File: config.mk
export PLATFORM = sky130hd
export DESIGN_NAME = inst_queue
export DESIGN_NICKNAME = d
export VERILOG_FILES = /design/src/rtl/inst_queue.sv
export SDC_FILE = /design/constraint.sdc
export NUM_CORES = 2
export LEC_CHECK = 0
export CAP_MARGIN = 20
export CORE_ASPECT_RATIO = 1.25
export CORE_MARGIN = 10
export CORE_UTILIZATION = 59
export CTS_BUF_LIST = sky130_fd_sc_hd__clkbuf_16
export DETAILED_ROUTE_END_ITERATION = 10
export GPL_ROUTABILITY_DRIVEN = 0
export PLACE_DENSITY = 0.79
export SLEW_MARGIN = 20
export SYNTH_ARGS = -nofsm -noshare
export SYNTH_HDL_FRONTEND = slang
export SYNTH_SLANG_ARGS = --single-unit
File: constraint.sdc
create_clock -name clk -period 3.97 [get_ports clk]
set_input_delay 0.5955 -clock clk [delete_from_list [all_inputs] [get_ports clk]]
set_output_delay 0.5955 -clock clk [all_outputs]
set_load 0.005 [all_outputs]
File: src/rtl/inst_queue.sv
// Circular instruction queue between fetch and decode: multi-lane push/pop,
// full flush, and branch-redirect flush that keeps a pending delay-slot entry.

module inst_queue_rd_lane #(
   parameter int DEPTH   = 8,
   parameter int ENTRY_W = 96,
   parameter int PTR_W   = 3,
   parameter int CNT_W   = 4,
   parameter int LANE    = 0
) (
   input  logic [DEPTH-1:0][ENTRY_W:0] mem,
   input  logic [PTR_W-1:0]            head,
   input  logic [CNT_W-1:0]            count,
   output logic                        valid,
   output logic [ENTRY_W-1:0]          data,
   output logic                        bd
);
   logic [PTR_W-1:0] idx;

   // bd is gated by valid so an empty queue never shows a stale delay-slot flag
   always_comb begin
      idx   = head + PTR_W'(LANE);
      valid = count > CNT_W'(LANE);
      data  = mem[idx][ENTRY_W:1];
      bd    = valid & mem[idx][0];
   end
endmodule

module inst_queue #(
   parameter int DEPTH     = 8,
   parameter int IN_WIDTH  = 2,
   parameter int OUT_WIDTH = 2,
   parameter int ENTRY_W   = 96
) (
   input  logic                               clk,
   input  logic                               reset,
   input  logic [IN_WIDTH-1:0]                in_valid,
   input  logic [IN_WIDTH*ENTRY_W-1:0]        in_data,
   input  logic [IN_WIDTH-1:0]                in_bd,
   output logic                               in_allowin,
   output logic [OUT_WIDTH-1:0]               out_valid,
   output logic [OUT_WIDTH*ENTRY_W-1:0]       out_data,
   output logic [OUT_WIDTH-1:0]               out_bd,
   input  logic [$clog2(OUT_WIDTH+1)-1:0]     out_pop_cnt,
   input  logic                               flush,
   input  logic                               bpu_flush,
   output logic [$clog2(DEPTH+1)-1:0]         count
);
   localparam int PTR_W = $clog2(DEPTH);
   localparam int CNT_W = $clog2(DEPTH+1);
   localparam int POP_W = $clog2(OUT_WIDTH+1);
   localparam int NIN_W = $clog2(IN_WIDTH+1);

   // entry layout: {payload, bd}
   logic [DEPTH-1:0][ENTRY_W:0] mem_q;

   logic [PTR_W-1:0] head_q, head_d;
   logic [PTR_W-1:0] tail_q, tail_d;
   logic [CNT_W-1:0] count_q, count_d;

   logic                            push_en;
   logic [NIN_W-1:0]                n_push;
   logic [POP_W-1:0]                pop_eff;
   logic [PTR_W-1:0]                r_idx;
   logic                            retain;
   logic [IN_WIDTH-1:0]             wr_en;
   logic [IN_WIDTH-1:0][PTR_W-1:0]  wr_idx;
   logic [IN_WIDTH-1:0][ENTRY_W:0]  wr_ent;

   assign in_allowin = count_q <= CNT_W'(DEPTH - IN_WIDTH);
   assign count      = count_q;

   always_comb begin
      n_push = '0;
      for (int i = 0; i < IN_WIDTH; i++)
         n_push = n_push + NIN_W'(in_valid[i]);

      push_en = in_allowin && in_valid[0] && !flush && !bpu_flush && !reset;

      for (int i = 0; i < IN_WIDTH; i++) begin
         wr_en[i]  = push_en && in_valid[i];
         wr_idx[i] = tail_q + PTR_W'(i);
         wr_ent[i] = {in_data[i*ENTRY_W +: ENTRY_W], in_bd[i]};
      end

      // over-asked pops saturate at the occupancy rather than corrupting pointers
      pop_eff = (CNT_W'(out_pop_cnt) > count_q) ? POP_W'(count_q) : out_pop_cnt;
      r_idx   = head_q + PTR_W'(pop_eff);
      retain  = (count_q > CNT_W'(pop_eff)) && mem_q[r_idx][0];
   end

   always_comb begin
      head_d  = head_q + PTR_W'(pop_eff);
      tail_d  = tail_q;
      count_d = count_q - CNT_W'(pop_eff);
      if (flush) begin
         head_d  = '0;
         tail_d  = '0;
         count_d = '0;
      end else if (bpu_flush) begin
         // keep only the delay slot that follows the redirecting branch
         if (retain) begin
            head_d  = r_idx;
            tail_d  = r_idx + PTR_W'(1);
            count_d = CNT_W'(1);
         end else begin
            head_d  = tail_q;
            count_d = '0;
         end
      end else if (push_en) begin
         tail_d  = tail_q + PTR_W'(n_push);
         count_d = count_q + CNT_W'(n_push) - CNT_W'(pop_eff);
      end
   end

   always_ff @(posedge clk) begin
      if (reset) begin
         head_q  <= '0;
         tail_q  <= '0;
         count_q <= '0;
      end else begin
         head_q  <= head_d;
         tail_q  <= tail_d;
         count_q <= count_d;
      end
   end

   always_ff @(posedge clk) begin
      for (int i = 0; i < IN_WIDTH; i++)
         if (wr_en[i]) mem_q[wr_idx[i]] <= wr_ent[i];
   end

   for (genvar g = 0; g < OUT_WIDTH; g++) begin : g_rd
      inst_queue_rd_lane #(
         .DEPTH(DEPTH), .ENTRY_W(ENTRY_W), .PTR_W(PTR_W), .CNT_W(CNT_W), .LANE(g)
      ) u_lane (
         .mem   (mem_q),
         .head  (head_q),
         .count (count_q),
         .valid (out_valid[g]),
         .data  (out_data[g*ENTRY_W +: ENTRY_W]),
         .bd    (out_bd[g])
      );
   end
endmodule

==> metrics.txt <==
Die X=266 um; total number of vias=35,000; Hold Vio Cnt, Final=0; H-tree Lvls=3; power share of the clock group=0.329; Die H=328 um; Synth Area in Compound Gates=0.0909; Initial Utilization=0.597; Sw Ratio=0.273; Worst Path Required=roughly 3.4 ns; antenna violations before repair=27; Critical Path End Type=primary output; CTS tree=built; Clock Pin Slew Worst Setup and Hold Paths=around 0.06 ns; clock insertion delay at the later pin of the skew report=0.63 ns; status=finished clean; Total GRT Usage=0.296; Root Driver=clkbuf_16; Synth cell types=40; most common cell after layout, fill and taps aside=dfxtp_1; mux cell area share after synthesis=0.420; core box area=about 75,000 um2; Iteration-0 DRC Markers=3,284; worst min path class=reg2reg; Post-Place Worst Slack=-0.00844 ns; Max Clk Rate=between 200 and 300 MHz; area of the die=approximately 87,000 um2; peak supply drop=407 uV; worst path bufs/invs=3; Final Skew=0.0262 ns; number of vias per cell=6.43; Seq pwr share=0.413; final count of negative-setup-slack endpoints=0; first-pass GRT wire length=205,000 um; Simple-Gate Fraction of Synth Area=0.0723; register area share after synthesis=0.352; Slew @ Worst Pin=1.18 ns; Synth async-reset ratio=0; cells along the critical path=ha_4 > buf_4 > buf_4 > mux4_2 > mux2_2 > clkdlybuf4s50_1; Sink Count=786; RSZ-0062 raised after global routing=false; PD cells=451 nW/um2; worst hold margin=0.548 ns; CP Data Arrival Time=3.24 ns; Final Non-Filler Cells=roughly 5,400; Layout area overhead=14.6%; max-cap violation count=0; Pint=16.8 mW; most frequent cells in the layout=dfxtp_1, mux2i_1, nor2_1, clkdlybuf4s50_1, nand2_1; row count=~110; Min Clock Period, post-route=3.83 ns; # IOs=403; Setup TNS=0 ns; Final WS setup=0.136 ns; Placed Cells=5,273; worst-case clock buffer depth=3; Syn Inst Count=4,403; critical path's largest stage delay=0.54 ns; DRC viols=0; Crit path max-delay family=buffers and inverters; CP Class=reg2out; vias in the first global route=approximately 35,000; Avg Cell Area, Syn=10.1 um2; layout cells sized above 1=0.174; Final HPWL DP=77,900 um; TritonCTS buffer count=82; Filler cells=5,598; Synth Area in XOR/XNOR=0.00196; #FFs+latches synth=just under 800; Logic pwr share=0.258; WL per Instance=24.5 um; Final nets=4,615; CP Max Fanout=13; Post-synth EDFFs=0; largest net degree at the start of global routing=195; Post-Route WL=133,000 um; Cell Area, Synth=~45,000 um2; largest family of logic cells by synthesized area=multiplexers; Hold Buf Count CTS=0; antenna viol nets, final=0; grt total ovfl=0; Final Max Slew Viols=0; critical path's most frequent cell=buf_4; Final Cycle Share=0.966; Worst slew margin=0.215; Static Leakage=19.7 nW; Synthesized Nets=between 4,000 and 5,000; Syn. warnings=0; NetSw=6.32 mW; slowest CP cell=mux4_2; crit path launch type=flip-flop; drt pass-1 iters=6; # port buffers=around 400; adder-cell share of the synthesized area=0.00700; ys flop type=dfxtp_1
logic make-up (layout without fill, tap and decap cells):
logic type,count (synthesis),in the layout
mux,1362,1362
simple gates,838,838
compound gates,803,803
flops,786,786
buf+inv,582,636
fa+ha+maj,22,22
xor+xnor,10,10
other cells,0,11
Yosys cell counts, types with 2 or more instances:
cell type  number  share of area
or2_2           3        0.00042
nor4b_1         2        0.00039
dfxtp_1       786           0.35
inv_1          16         0.0013
buf_2         146          0.016
nand4b_1        2        0.00039
fa_1            5         0.0022
nand4_1         5        0.00070
nand2_1       397          0.033
buf_4           8         0.0013
xnor2_1         6         0.0012
a21o_1          2        0.00034
or3_1           3        0.00042
o21ai_0       394          0.044
nor2b_1         2        0.00028
a211oi_1        5        0.00084
clkbuf_2       36         0.0040
nor2_1        406          0.034
buf_6           8         0.0020
mux4_2        390           0.20
o31ai_1         2        0.00034
clkbuf_1      261          0.022
a21oi_1       394          0.044
xor2_1          4        0.00078
nand3_1         8        0.00090
nor3_1          5        0.00056
mux2i_1       779           0.17
ha_1           17         0.0048
mux2_2        193          0.049
and3_1          2        0.00028
buf_1         107         0.0090
worst reg2reg max path: stages, from the launching register on:
cell and delay (ns):
dfxtp_1 0.58, ha_1 0.32, nand2_1 0.07, o211ai_1 0.13, o21ai_0 0.33, ha_1 0.25
fa_1 0.49, mux4_2 0.25, mux2i_1 0.10, o21ai_0 0.49, nor2_1 0.08, a211oi_1 0.24
power groups by stage:
stage | sequential [mW] | combinational, mW | clock [mW]
3_3_place_gp | 9.61 | 5.83 | 0
5_1_grt | 9.64 | 6.36 | 7.99
3_5_place_dp | 9.69 | 5.91 | 0
4_1_cts | 9.52 | 5.98 | 7.68
6_report | 9.54 | 5.97 | 7.60
2_1_floorplan | 9.44 | 3.47 | 0
sequential cells by signal, summed over array words and instances (netlist names):
name    count
mem_q     776
tail_q      3
head_q      3
count       4
metrics by stage:
step,cell area (um2),utilization,power (mW)
global placement,48600,0.649,15.4
finish,51200,0.685,23.1
detailed placement,48600,0.649,15.6
global route,51200,0.685,24.0
floorplan,44700,-,12.9
CTS,51200,0.684,23.2
path summary, 6_finish.rpt:
| path | startpoint | end | slack, ns | cells past startpoint |
|---|---|---|---|---|
| worst min register to register | mem_q[771] | mem_q[771] | 0.55 | 2 |
| worst max register to register | count[0] | head_q[2] | 0.50 | 11 |
| worst max-delay path | head_q[0] | out_data[100] | 0.14 | 6 |
| worst min-delay path | mem_q[771] | mem_q[771] | 0.55 | 2 |
layer usage:
layer  up-vias  part of all wire  global-route usage
met5         -            0.0014                   0
met4        32             0.033               0.115
met3       304             0.094              0.0653
met2      1671              0.48               0.493
met1     17100              0.39               0.371
li1      15800                 -                   -
layout make-up:
cell class                      count  area [um2]  area share
Antenna cell                       11        27.5    0.000537
Clock buffer                       86        2150      0.0420
Clock inverter                     64         462     0.00901
Inverter                           16        60.1     0.00117
Multi-Input combinational cell   3035       26500       0.518
Sequential cell                   786       15700       0.307
Tap cell                          969        1210      0.0237
Timing Repair Buffer              470        5020      0.0980
timing repair:
item                                    4_1_cts  5_1_grt
setup buffers                                 3        0
endpoints found under the setup margin       25        0
hold endpoints to repair                      0        0
resized for setup                             0        0
Note: power is estimated with default switching activity, not from simulation.
